--- config.mk ---
export PLATFORM = sky130hd
export DESIGN_NAME = mac_tile_reducer_flat
export DESIGN_NICKNAME = d
export VERILOG_FILES = /design/src/rtl/mac_tile_reducer_pkg.sv /design/src/rtl/mac_tile_reducer_if.sv /design/src/rtl/mac_tile_reducer_row_sum_tree.sv /design/src/rtl/mac_tile_reducer.sv /design/src/flat_wrapper.sv
export SDC_FILE = /design/constraint.sdc
export NUM_CORES = 2
export LEC_CHECK = 0
export ABC_AREA = 1
export ABC_CLOCK_PERIOD_IN_PS = 16940
export BUFFER_PORTS_ARGS = -buffer_cell sky130_fd_sc_hd__buf_2
export CORE_ASPECT_RATIO = 0.75
export CORE_MARGIN = 2
export CORE_UTILIZATION = 50
export DETAILED_ROUTE_END_ITERATION = 10
export GPL_TIMING_DRIVEN = 1
export PLACE_DENSITY = 0.75
export SLEW_MARGIN = 20
export SYNTH_ARGS = -nofsm -noshare
export SYNTH_HDL_FRONTEND = slang
export SYNTH_HIERARCHICAL = 1
export SYNTH_SLANG_ARGS = --single-unit
--- constraint.sdc ---
create_clock -name clk -period 16.94 [get_ports clk]
set_input_delay 1.694 -clock clk [delete_from_list [all_inputs] [get_ports clk]]
set_output_delay 1.694 -clock clk [all_outputs]
set_load 0.1 [all_outputs]
--- src/rtl/mac_tile_reducer_pkg.sv ---
// Shared types and helpers for the MAC tile reducer: accumulator sizing,
// control states and the round/shift/saturate step applied to each lane.
package mac_reduce_pkg;

  // Widest lane total the requantizer accepts; totals are sign-extended to this width.
  localparam int SAT_IN_W = 64;

  typedef enum logic {
    ACCUM,
    FULL
  } state_t;

  function automatic int sum_width(input int acc_w, input int tile, input int cols);
    return acc_w + $clog2(tile) + $clog2(cols);
  endfunction

  // Round half up, arithmetic shift, then clamp to a signed data_w-bit range.
  function automatic logic signed [SAT_IN_W-1:0] sat_round(
    input  logic signed [SAT_IN_W-1:0] total,
    input  int                         shift,
    input  int                         data_w,
    output logic                       sat
  );
    logic signed [SAT_IN_W-1:0] rounded;
    logic signed [SAT_IN_W-1:0] hi;
    logic signed [SAT_IN_W-1:0] lo;
    logic signed [SAT_IN_W-1:0] result;
    rounded = (total + (SAT_IN_W'(1) <<< (shift - 1))) >>> shift;
    hi      = (SAT_IN_W'(1) <<< (data_w - 1)) - SAT_IN_W'(1);
    lo      = -(SAT_IN_W'(1) <<< (data_w - 1));
    sat     = 1'b0;
    result  = rounded;
    if (rounded > hi) begin
      result = hi;
      sat    = 1'b1;
    end else if (rounded < lo) begin
      result = lo;
      sat    = 1'b1;
    end
    return result;
  endfunction

endpackage

--- src/rtl/mac_tile_reducer_if.sv ---
// Tile-in / vector-out handshake bundle of the MAC tile reducer.
interface mac_tile_reducer_if #(
  parameter int TILE_SIZE  = 4,
  parameter int DATA_WIDTH = 16,
  parameter int ACC_WIDTH  = 32,
  parameter int COL_BLOCKS = 64
);
  localparam int CNT_W = (COL_BLOCKS > 1) ? $clog2(COL_BLOCKS) : 1;

  logic                                           clear;
  logic                                           in_valid;
  logic                                           in_ready;
  logic [TILE_SIZE-1:0][TILE_SIZE-1:0][ACC_WIDTH-1:0] in_tile;
  logic                                           out_valid;
  logic                                           out_ready;
  logic [TILE_SIZE-1:0][DATA_WIDTH-1:0]           out_vec;
  logic [TILE_SIZE-1:0]                           out_sat;
  logic [CNT_W-1:0]                               beat_cnt;

  modport master (
    output clear, in_valid, in_tile, out_ready,
    input  in_ready, out_valid, out_vec, out_sat, beat_cnt
  );

  modport slave (
    input  clear, in_valid, in_tile, out_ready,
    output in_ready, out_valid, out_vec, out_sat, beat_cnt
  );
endinterface

--- src/rtl/mac_tile_reducer_row_sum_tree.sv ---
// Combinational signed sum of one tile row, sign-extended to the accumulator width.
module row_sum_tree #(
  parameter int N     = 4,
  parameter int IN_W  = 32,
  parameter int OUT_W = 40
) (
  input  logic [N-1:0][IN_W-1:0] elems,
  output logic signed [OUT_W-1:0] sum
);
  always_comb begin
    sum = '0;
    for (int j = 0; j < N; j++) begin
      sum = sum + OUT_W'($signed(elems[j]));
    end
  end
endmodule

--- src/rtl/mac_tile_reducer.sv ---
// Row-sums each incoming tile, accumulates COL_BLOCKS beats per lane and
// presents one requantized vector per tile on a valid/ready output.
module mac_tile_reducer
  import mac_reduce_pkg::*;
#(
  parameter int TILE_SIZE  = 4,
  parameter int DATA_WIDTH = 16,
  parameter int ACC_WIDTH  = 32,
  parameter int COL_BLOCKS = 64,
  parameter int OUT_SHIFT  = 8
) (
  input  logic            clk,
  input  logic            rst,
  mac_tile_reducer_if.slave bus
);
  localparam int SUM_WIDTH = sum_width(ACC_WIDTH, TILE_SIZE, COL_BLOCKS);
  localparam int CNT_W     = (COL_BLOCKS > 1) ? $clog2(COL_BLOCKS) : 1;
  localparam logic [CNT_W-1:0] LAST_CNT = CNT_W'(COL_BLOCKS - 1);

  state_t                       state;
  logic [CNT_W-1:0]             cnt;
  logic                         accept;
  logic signed [SUM_WIDTH-1:0]  rowsum_c  [TILE_SIZE];
  logic signed [SUM_WIDTH-1:0]  rowsum_p1 [TILE_SIZE];
  logic                         vld_p1;
  logic                         last_p1;
  logic signed [SUM_WIDTH-1:0]  acc_p2    [TILE_SIZE];
  logic signed [SUM_WIDTH-1:0]  total_c   [TILE_SIZE];
  logic [TILE_SIZE-1:0][DATA_WIDTH-1:0] vec_c;
  logic [TILE_SIZE-1:0]         sat_c;
  logic [TILE_SIZE-1:0][DATA_WIDTH-1:0] vec_p2;
  logic [TILE_SIZE-1:0]         sat_p2;

  // A last beat sitting in S1 will flip the FSM to FULL next edge, so stop intake now.
  assign bus.in_ready  = (state == ACCUM) && !(vld_p1 && last_p1);
  assign accept        = bus.in_valid && bus.in_ready && !bus.clear;
  assign bus.out_valid = (state == FULL);
  assign bus.out_vec   = vec_p2;
  assign bus.out_sat   = sat_p2;
  assign bus.beat_cnt  = cnt;

  for (genvar i = 0; i < TILE_SIZE; i++) begin : g_row
    row_sum_tree #(
      .N     (TILE_SIZE),
      .IN_W  (ACC_WIDTH),
      .OUT_W (SUM_WIDTH)
    ) u_row (
      .elems (bus.in_tile[i]),
      .sum   (rowsum_c[i])
    );
  end

  // S1: register row sums of the accepted beat and tag the tile's final beat
  always_ff @(posedge clk or posedge rst) begin
    if (rst) begin
      cnt       <= '0;
      vld_p1    <= 1'b0;
      last_p1   <= 1'b0;
      rowsum_p1 <= '{default: '0};
    end else if (bus.clear) begin
      cnt    <= '0;
      vld_p1 <= 1'b0;
    end else begin
      vld_p1 <= accept;
      if (accept) begin
        last_p1   <= (cnt == LAST_CNT);
        cnt       <= (cnt == LAST_CNT) ? '0 : cnt + 1'b1;
        rowsum_p1 <= rowsum_c;
      end
    end
  end

  always_comb begin
    vec_c = '0;
    sat_c = '0;
    for (int i = 0; i < TILE_SIZE; i++) begin
      total_c[i] = acc_p2[i] + rowsum_p1[i];
      vec_c[i]   = DATA_WIDTH'(sat_round(SAT_IN_W'(total_c[i]), OUT_SHIFT, DATA_WIDTH, sat_c[i]));
    end
  end

  // S2: accumulate, retire the tile into the output register, and run the FSM
  always_ff @(posedge clk or posedge rst) begin
    if (rst) begin
      state  <= ACCUM;
      acc_p2 <= '{default: '0};
      vec_p2 <= '0;
      sat_p2 <= '0;
    end else begin
      if (bus.clear) begin
        acc_p2 <= '{default: '0};
      end else if (vld_p1 && !last_p1) begin
        for (int i = 0; i < TILE_SIZE; i++) acc_p2[i] <= total_c[i];
      end else if (vld_p1 && last_p1) begin
        acc_p2 <= '{default: '0};
        vec_p2 <= vec_c;
        sat_p2 <= sat_c;
      end
      case (state)
        ACCUM:   if (vld_p1 && last_p1 && !bus.clear) state <= FULL;
        FULL:    if (bus.out_ready) state <= ACCUM;
        default: state <= ACCUM;
      endcase
    end
  end
endmodule
--- src/flat_wrapper.sv ---
// flat-port wrapper written by rule: the top's interface ports become plain ports
module mac_tile_reducer_flat import mac_reduce_pkg::*;
#(
  parameter int TILE_SIZE  = 4,
  parameter int DATA_WIDTH = 16,
  parameter int ACC_WIDTH  = 32,
  parameter int COL_BLOCKS = 64,
  parameter int OUT_SHIFT  = 8
)
  (clk, rst, bus_clear, bus_in_valid, bus_in_tile, bus_out_ready, bus_in_ready, bus_out_valid, bus_out_vec, bus_out_sat, bus_beat_cnt);
  mac_tile_reducer_if #(.TILE_SIZE(TILE_SIZE), .DATA_WIDTH(DATA_WIDTH), .ACC_WIDTH(ACC_WIDTH), .COL_BLOCKS(COL_BLOCKS)) bus_i ();
  input  logic clk;
  input  logic rst;
  input wire logic [$bits(bus_i.clear)-1:0] bus_clear;
  input wire logic [$bits(bus_i.in_valid)-1:0] bus_in_valid;
  input wire logic [$bits(bus_i.in_tile)-1:0] bus_in_tile;
  input wire logic [$bits(bus_i.out_ready)-1:0] bus_out_ready;
  output wire logic [$bits(bus_i.in_ready)-1:0] bus_in_ready;
  output wire logic [$bits(bus_i.out_valid)-1:0] bus_out_valid;
  output wire logic [$bits(bus_i.out_vec)-1:0] bus_out_vec;
  output wire logic [$bits(bus_i.out_sat)-1:0] bus_out_sat;
  output wire logic [$bits(bus_i.beat_cnt)-1:0] bus_beat_cnt;
  assign bus_i.clear = bus_clear;
  assign bus_i.in_valid = bus_in_valid;
  assign bus_i.in_tile = bus_in_tile;
  assign bus_i.out_ready = bus_out_ready;
  assign bus_in_ready = bus_i.in_ready;
  assign bus_out_valid = bus_i.out_valid;
  assign bus_out_vec = bus_i.out_vec;
  assign bus_out_sat = bus_i.out_sat;
  assign bus_beat_cnt = bus_i.beat_cnt;
  mac_tile_reducer #(.TILE_SIZE(TILE_SIZE), .DATA_WIDTH(DATA_WIDTH), .ACC_WIDTH(ACC_WIDTH), .COL_BLOCKS(COL_BLOCKS), .OUT_SHIFT(OUT_SHIFT)) u_core (.clk(clk), .rst(rst), .bus(bus_i));
endmodule
* Word-level counts from Yosys, hierarchy flattened
Index checks and enable logic that the tools add are counted.
** Storage, ports and cells
- Flip-flop bits (word level) :: 397
- Input port bits :: 517
- Output and inout bits :: 76
- Word-level logic and storage cells :: 89
** Cells by class
- $add $sub $neg :: 21
- $lt $le $gt $ge :: 8
- Eq/ne operators :: 1
- Multiplexer cells :: 26
- Bitwise logic cells :: 3
- Reductions and logical operators :: 13
** Operators by type and width (number)
- 160-bit two-way mux :: 3
- 40-bit by 9-bit adder with 41-bit output, second input constant :: 4
- 40-bit adder :: 4
- 34-bit by 32-bit adder with 35-bit output :: 4
- 33-bit by 32-bit adder with 34-bit output :: 4
- 32-bit by 32-bit adder with 33-bit output :: 4
- 33-bit by 16-bit > comparator with 1-bit output, second input constant :: 4
- 33-bit by 16-bit less-than comparator with 1-bit output, second input constant :: 4
- 16-bit two-way mux :: 8
- 6-bit two-way mux :: 3
- 1-bit two-way mux :: 11
- 6-bit by 1-bit adder with 6-bit output, second input constant :: 1
- 6-bit equality test, second input constant :: 1
- 1-bit logical AND :: 6
- 1-bit zero test :: 3
- 1-bit inverter :: 3
- 3-bit AND reduction :: 1
- 3-bit nonzero test :: 1
- 1-bit case mux with 2 select lines :: 1
- 2-bit AND reduction :: 1
- 2-bit nonzero test :: 1

* Longest topological paths before layout
- Depth in word-level cells :: 7
- Mapped depth :: 30
- Depth with buffers taken out :: 30

* Hierarchy
The synthesis kept the hierarchy.
** By module, submodules not included
- mac_tile_reducer :: times used 1, cells an instance 5572, area an instance 33592.2 sq um, sequential area each 9934.5 sq um
- row_sum_tree at u_core.g_row[1].u_row ... :: times used 2, cells an instance 713, area an instance 4381.7 sq um, sequential area each 0.0 sq um
- row_sum_tree at u_core.g_row[3].u_row :: times used 1, cells an instance 715, area an instance 4376.7 sq um, sequential area each 0.0 sq um
- row_sum_tree at u_core.g_row[0].u_row :: times used 1, cells an instance 716, area an instance 4315.4 sq um, sequential area each 0.0 sq um

* Worst setup path after synthesis
No wires, ideal clock.
- Path type :: input -> register
- Start :: in bus_in_tile[385]
- End :: reg u_core/rowsum_p1[27] in the netlist's numbering
- Data arrival time :: 4.208 ns
- Required time :: 16.823 ns
- Path slack :: 12.615 ns
- Cell stages on the path :: 19
- Path buffers :: 0
- Cell sequence :: inv_1 -> fa_1 -> fa_1 -> inv_1 -> ha_1 -> inv_1 -> fa_1 -> inv_1 -> nand3_1 -> nand2_2 -> nand2_2 -> nand2_2 -> nand2_1 -> nand2_1 -> nand3_1 -> nand3_1 -> nand2_1 -> nand2_1 -> nand2_1
** RTL lines
- from (decl) :: line flat_wrapper.sv:16 : input wire logic [$bits(bus_i.in_tile)-1:0] bus_in_tile;
- to (signal assigned) :: line mac_tile_reducer.sv:68 : rowsum_p1 <= rowsum_c;
- to (decl) :: line mac_tile_reducer.sv:24 : logic signed [SUM_WIDTH-1:0] rowsum_p1 [TILE_SIZE];

* Worst setup path after layout
- Start :: reg u_core/rowsum_p1[0] in the netlist's numbering
- End :: reg u_core.vec_p2 (netlist bit u_core/bus.out_vec[56])
** Between the ends
- Longest elaborated chain between the ends :: 5
** RTL lines
- 40-bit adder * :: line mac_tile_reducer.sv:77 : total_c[i] = acc_p2[i] + rowsum_p1[i];
- 40-bit by 9-bit adder with 41-bit output * :: line mac_tile_reducer_pkg.sv:28 : rounded = (total + (SAT_IN_W'(1) <<< (shift - 1))) >>> shift;
- 33-bit by 16-bit less-than comparator with 1-bit output :: line mac_tile_reducer_pkg.sv:36 : end else if (rounded < lo) begin
- 16-bit two-way mux :: line mac_tile_reducer_pkg.sv:36
- 16-bit two-way mux * :: line mac_tile_reducer_pkg.sv:33 : if (rounded > hi) begin
- to (signal assigned) :: line mac_tile_reducer.sv:96 : vec_p2 <= vec_c;
- to (decl) :: line mac_tile_reducer.sv:31 : logic [TILE_SIZE-1:0][DATA_WIDTH-1:0] vec_p2;
Every way passes the cells marked *; elsewhere a longest branch is shown, timed or not.
A chain may end at the register's enable or synchronous reset.

==> metrics.md <==
| Metric | Value |
|---|---|
| Hpwl dp | 142000 um |
| Max-cap check violation count | 0 |
| Nets | 10000 |
| Die span in x | between 300 and 400 um |
| Period utilization | between 20% and 30% |
| WP data required | around 18 ns |
| Core Area | 101000 um2 |
| VDD IR max | 0.200 mV |
| DRT iter0 DRCs | 4378 |
| Min Tclk post-route | approximately 4.7 ns |
| Clk_lat worst skew | ~0.63 ns |
| Post-DRT Antenna Nets | 0 |
| Max-slew violation total from the final report | 0 |
| CTS Sinks | 397 |
| Setup_tns | 0 ns |
| Number of buffers and inverters on the critical path | 2 |
| Post-synthesis cell count | 8429 |
| Final WL | around 170000 um |
| Root Buffer Master | clkbuf_16 |
| Yosys reg bits | roughly 400 |
| Most used cell, CP | nand2_1 |
| H-tree Lvls | 2 |
| Gate power share | approximately two thirds |
| Fin. Hold Viols | 0 |
| Vias per cell | between 5 and 6 |
| Layout area overhead | 11.5% |
| Type of origin of the critical path | register |
| Final estimated routing congestion in global placement | 1.02 |
| Ys Warns | 6 |
| Placed Instances | 10300 |
| Initial antenna violation count | 1 |
| Internal | ~3400 uW |
| DRC | 0 |
| Seq pwr share | 19.3% |
| Final worst setup slack | 12.22 ns |
| FFs w/ async S/R, synth | 100% |
| Final non-filler cell total | 10300 |
| Global-route wire length before repair | between 200000 and 300000 um |
| Layout cells sized above 1 | 10.3% |
| Sw Pwr | about 4600 uW |
| Clock-pin slew on the worst setup and hold paths | 0.07 ns |
| Fmax | around 210 MHz |
| CTS tree | done |
| Cell Area, Synth | about 51000 um2 |
| Port-buffer cells | 592 |
| Crit path largest cell delay | 0.60 ns |
| Leakage | 0.0341 uW |
| Largest net degree at the start of global routing | 113 |
| Syn avg cell area | 6.06 um2 |
| Power share of the clock group | 14.3% |
| Status | complete, no violations |
| CP Capture Type | register |
| Netlist cell types | 49 |
| Num CTS Buffers | 45 |
| Pwr/cell area | roughly 140 nW/um2 |
| Row count | around 100 |
| Gates resized, CTS repair | 0 |
| Worst slew margin | roughly 28% |
| Syn Nets | 9507 |
| Drt wl/cell | 16.5 um |
| Top cell type's share of synthesized area | 21.8% |
| All-layer global routing usage | 32.2% |
| Die area | 105000 um2 |
| Arr. time, crit path | 5.28 ns |
| Most common cell after layout, fill and taps aside | nand2_1 |
| Hold_buf cts | 0 |
| Yosys top cell by area | nand2_1 |
| Pre-CTS WS | around 12 ns |
| Finish-stage setup viols | 0 |
| Clock buffer depth | 3 |
| Via count | between 50000 and 60000 |
| Measured slew at the worst slew-check pin | 1.08 ns |
| Post-CTS Setup Inserts | 0 |
| Critical-path top delay cell | a21oi_2 |
| Num ports | 593 |
| Tightest Hold Check Type | register to register |
| Worst-path maximum fanout | 6 |
| Post-synth EDFFs | 0 |
| Initial Util | 50.4% |
| Unrepaired setup endpoints after global routing | no |
| Synth Flop Type | dfrtp_1 |
| Drt pass-1 iters | 8 |
| Seq/Total Area, Yosys | 19.5% |
| Net Sw Frac | 57.4% |
| CP delay by family, top | simple AND/OR/NAND/NOR gates |
| Ant. Diodes | 0 |
| Clock skew | 0.0332 ns |
| Area contributors post-synth | nand2_1 22%, dfrtp_1 19%, inv_1 13% |
| CP Class | register to register |
| Commonest cells after routing, fill and taps aside | 2970 x nand2_1, 1797 x inv_1, 687 x nor2_1, 644 x nand3_1, 592 x buf_2 |
| GR Overflow Total | 0 |
| Vias in the first global route | 51100 |
| Crit path cell chain | ha_1, inv_1, fa_1, inv_1, nand3_1, nand2_1, nand2_1, nand2_1, nand2_1, nand3_1, nand2_1, nor2_1, nand2_1, nor2_1, nand3_1, o21ai_0, nand2_1, nor2_1, nand2_1, nor2_1, nand3_1, a21oi_2, nand2_1, nand2_1 |
| Die Y-Extent | roughly 280 um |
power by group through the flow:
stage          combinational (uW)  clock (uW)  sequential (uW)
2_1_floorplan                3280           0             2010
3_3_place_gp                 5140           0             1550
3_5_place_dp                 5190           0             1540
4_1_cts                      5220        1160             1530
5_1_grt                      5850        1190             1560
6_report                     5280        1140             1530
worst reg2reg max path, cell delays in order, from the launching register on:
cell     delay, ns
dfrtp_1       0.35
ha_1          0.23
inv_1         0.07
fa_1          0.40
inv_1         0.12
nand3_1       0.09
nand2_1       0.20
nand2_1       0.10
nand2_1       0.16
nand2_1       0.11
nand3_1       0.09
nand2_1       0.16
nor2_1        0.26
nand2_1       0.17
nor2_1        0.18
nand3_1       0.20
o21ai_0       0.22
nand2_1       0.09
nor2_1        0.09
nand2_1       0.08
nor2_1        0.10
nand3_1       0.15
a21oi_2       0.60
nand2_1       0.32
nand2_1       0.12
Yosys cell counts, types with 20 or more instances:
library cell  number
fa_1             264
clkbuf_1          90
o21ai_0          254
nor2_2            58
nand3_1          644
xor2_1           123
ha_1             297
nor2_1           688
nand4_1          117
inv_1           1800
nand2_1         2970
nor3_1            66
dfrtp_1          397
nand3_2           22
buf_4             20
nand2_2           89
o21bai_1          42
a21oi_1          282
final timing paths:
path                                        startpoint                      to  slack (ns)  depth (start not counted)
worst max-delay path               u_core/rowsum_p1[0]  u_core/bus.out_vec[56]       12.22                         24
max in group asynchronous                          rst   u_core/rowsum_p1[106]       13.11                          5
worst min register to register  u_core/bus.out_vec[62]  u_core/bus.out_vec[62]        0.48                          2
min in group asynchronous                          rst   u_core/bus.out_sat[0]        1.16                          2
worst max register to register     u_core/rowsum_p1[0]  u_core/bus.out_vec[56]       12.22                         24
worst min-delay path            u_core/bus.out_vec[62]  u_core/bus.out_vec[62]        0.48                          2
routing by layer:
| layer | GRT usage [%] | vias up | share of wire, % |
|---|---|---|---|
| met2 | 52.1 | 1752 | 44 |
| met5 | 0 | - | 0.0076 |
| met1 | 45.5 | 25000 | 46 |
| li1 | - | 26700 | - |
| met3 | 4.41 | 200 | 7.6 |
| met4 | 7.89 | 2 | 2.5 |
per-stage QoR:
stage	utilization (%)	instance area (um2)	hold WS, ns	total power, uW
after detailed placement	54.6	55300	0.461	6740
after global routing	56.2	56900	0.495	8600
final	56.2	56900	0.479	7950
after CTS	56.2	56900	0.484	7910
after floorplan	-	51000	0.448	5290
after global placement	54.6	55300	0.460	6680
state kept, by name, summed over array words and instances (netlist names):
signal                cells
u_core/vld_p1             1
u_core/bus.out_sat        4
u_core/bus.out_valid      1
u_core/bus.beat_cnt       6
u_core/bus.out_vec       64
u_core/last_p1            1
u_core/acc_p2           160
u_core/rowsum_p1        160
cell families after synthesis:
| family | after synthesis | share of synthesized area, % |
|---|---|---|
| AND/OR/NAND/NOR | 4726 | 38.7 |
| XOR/XNOR | 132 | 2.32 |
| AO/OA/AOI/OAI | 668 | 7.28 |
| flip-flops | 397 | 19.5 |
| adder cells (fa/ha/maj) | 561 | 17.6 |
| buffers and inverters | 1945 | 14.6 |
final cells by class:
class,count,area (um2)
fill,10400,44300
clock buffer,55,1260
multi-input combinational,6087,33700
clock inverter,27,413
tap,1339,1680
timing repair buffer,611,3110
sequential,397,9930
inverter,1820,6850
Note: power is estimated with default switching activity, not from simulation.
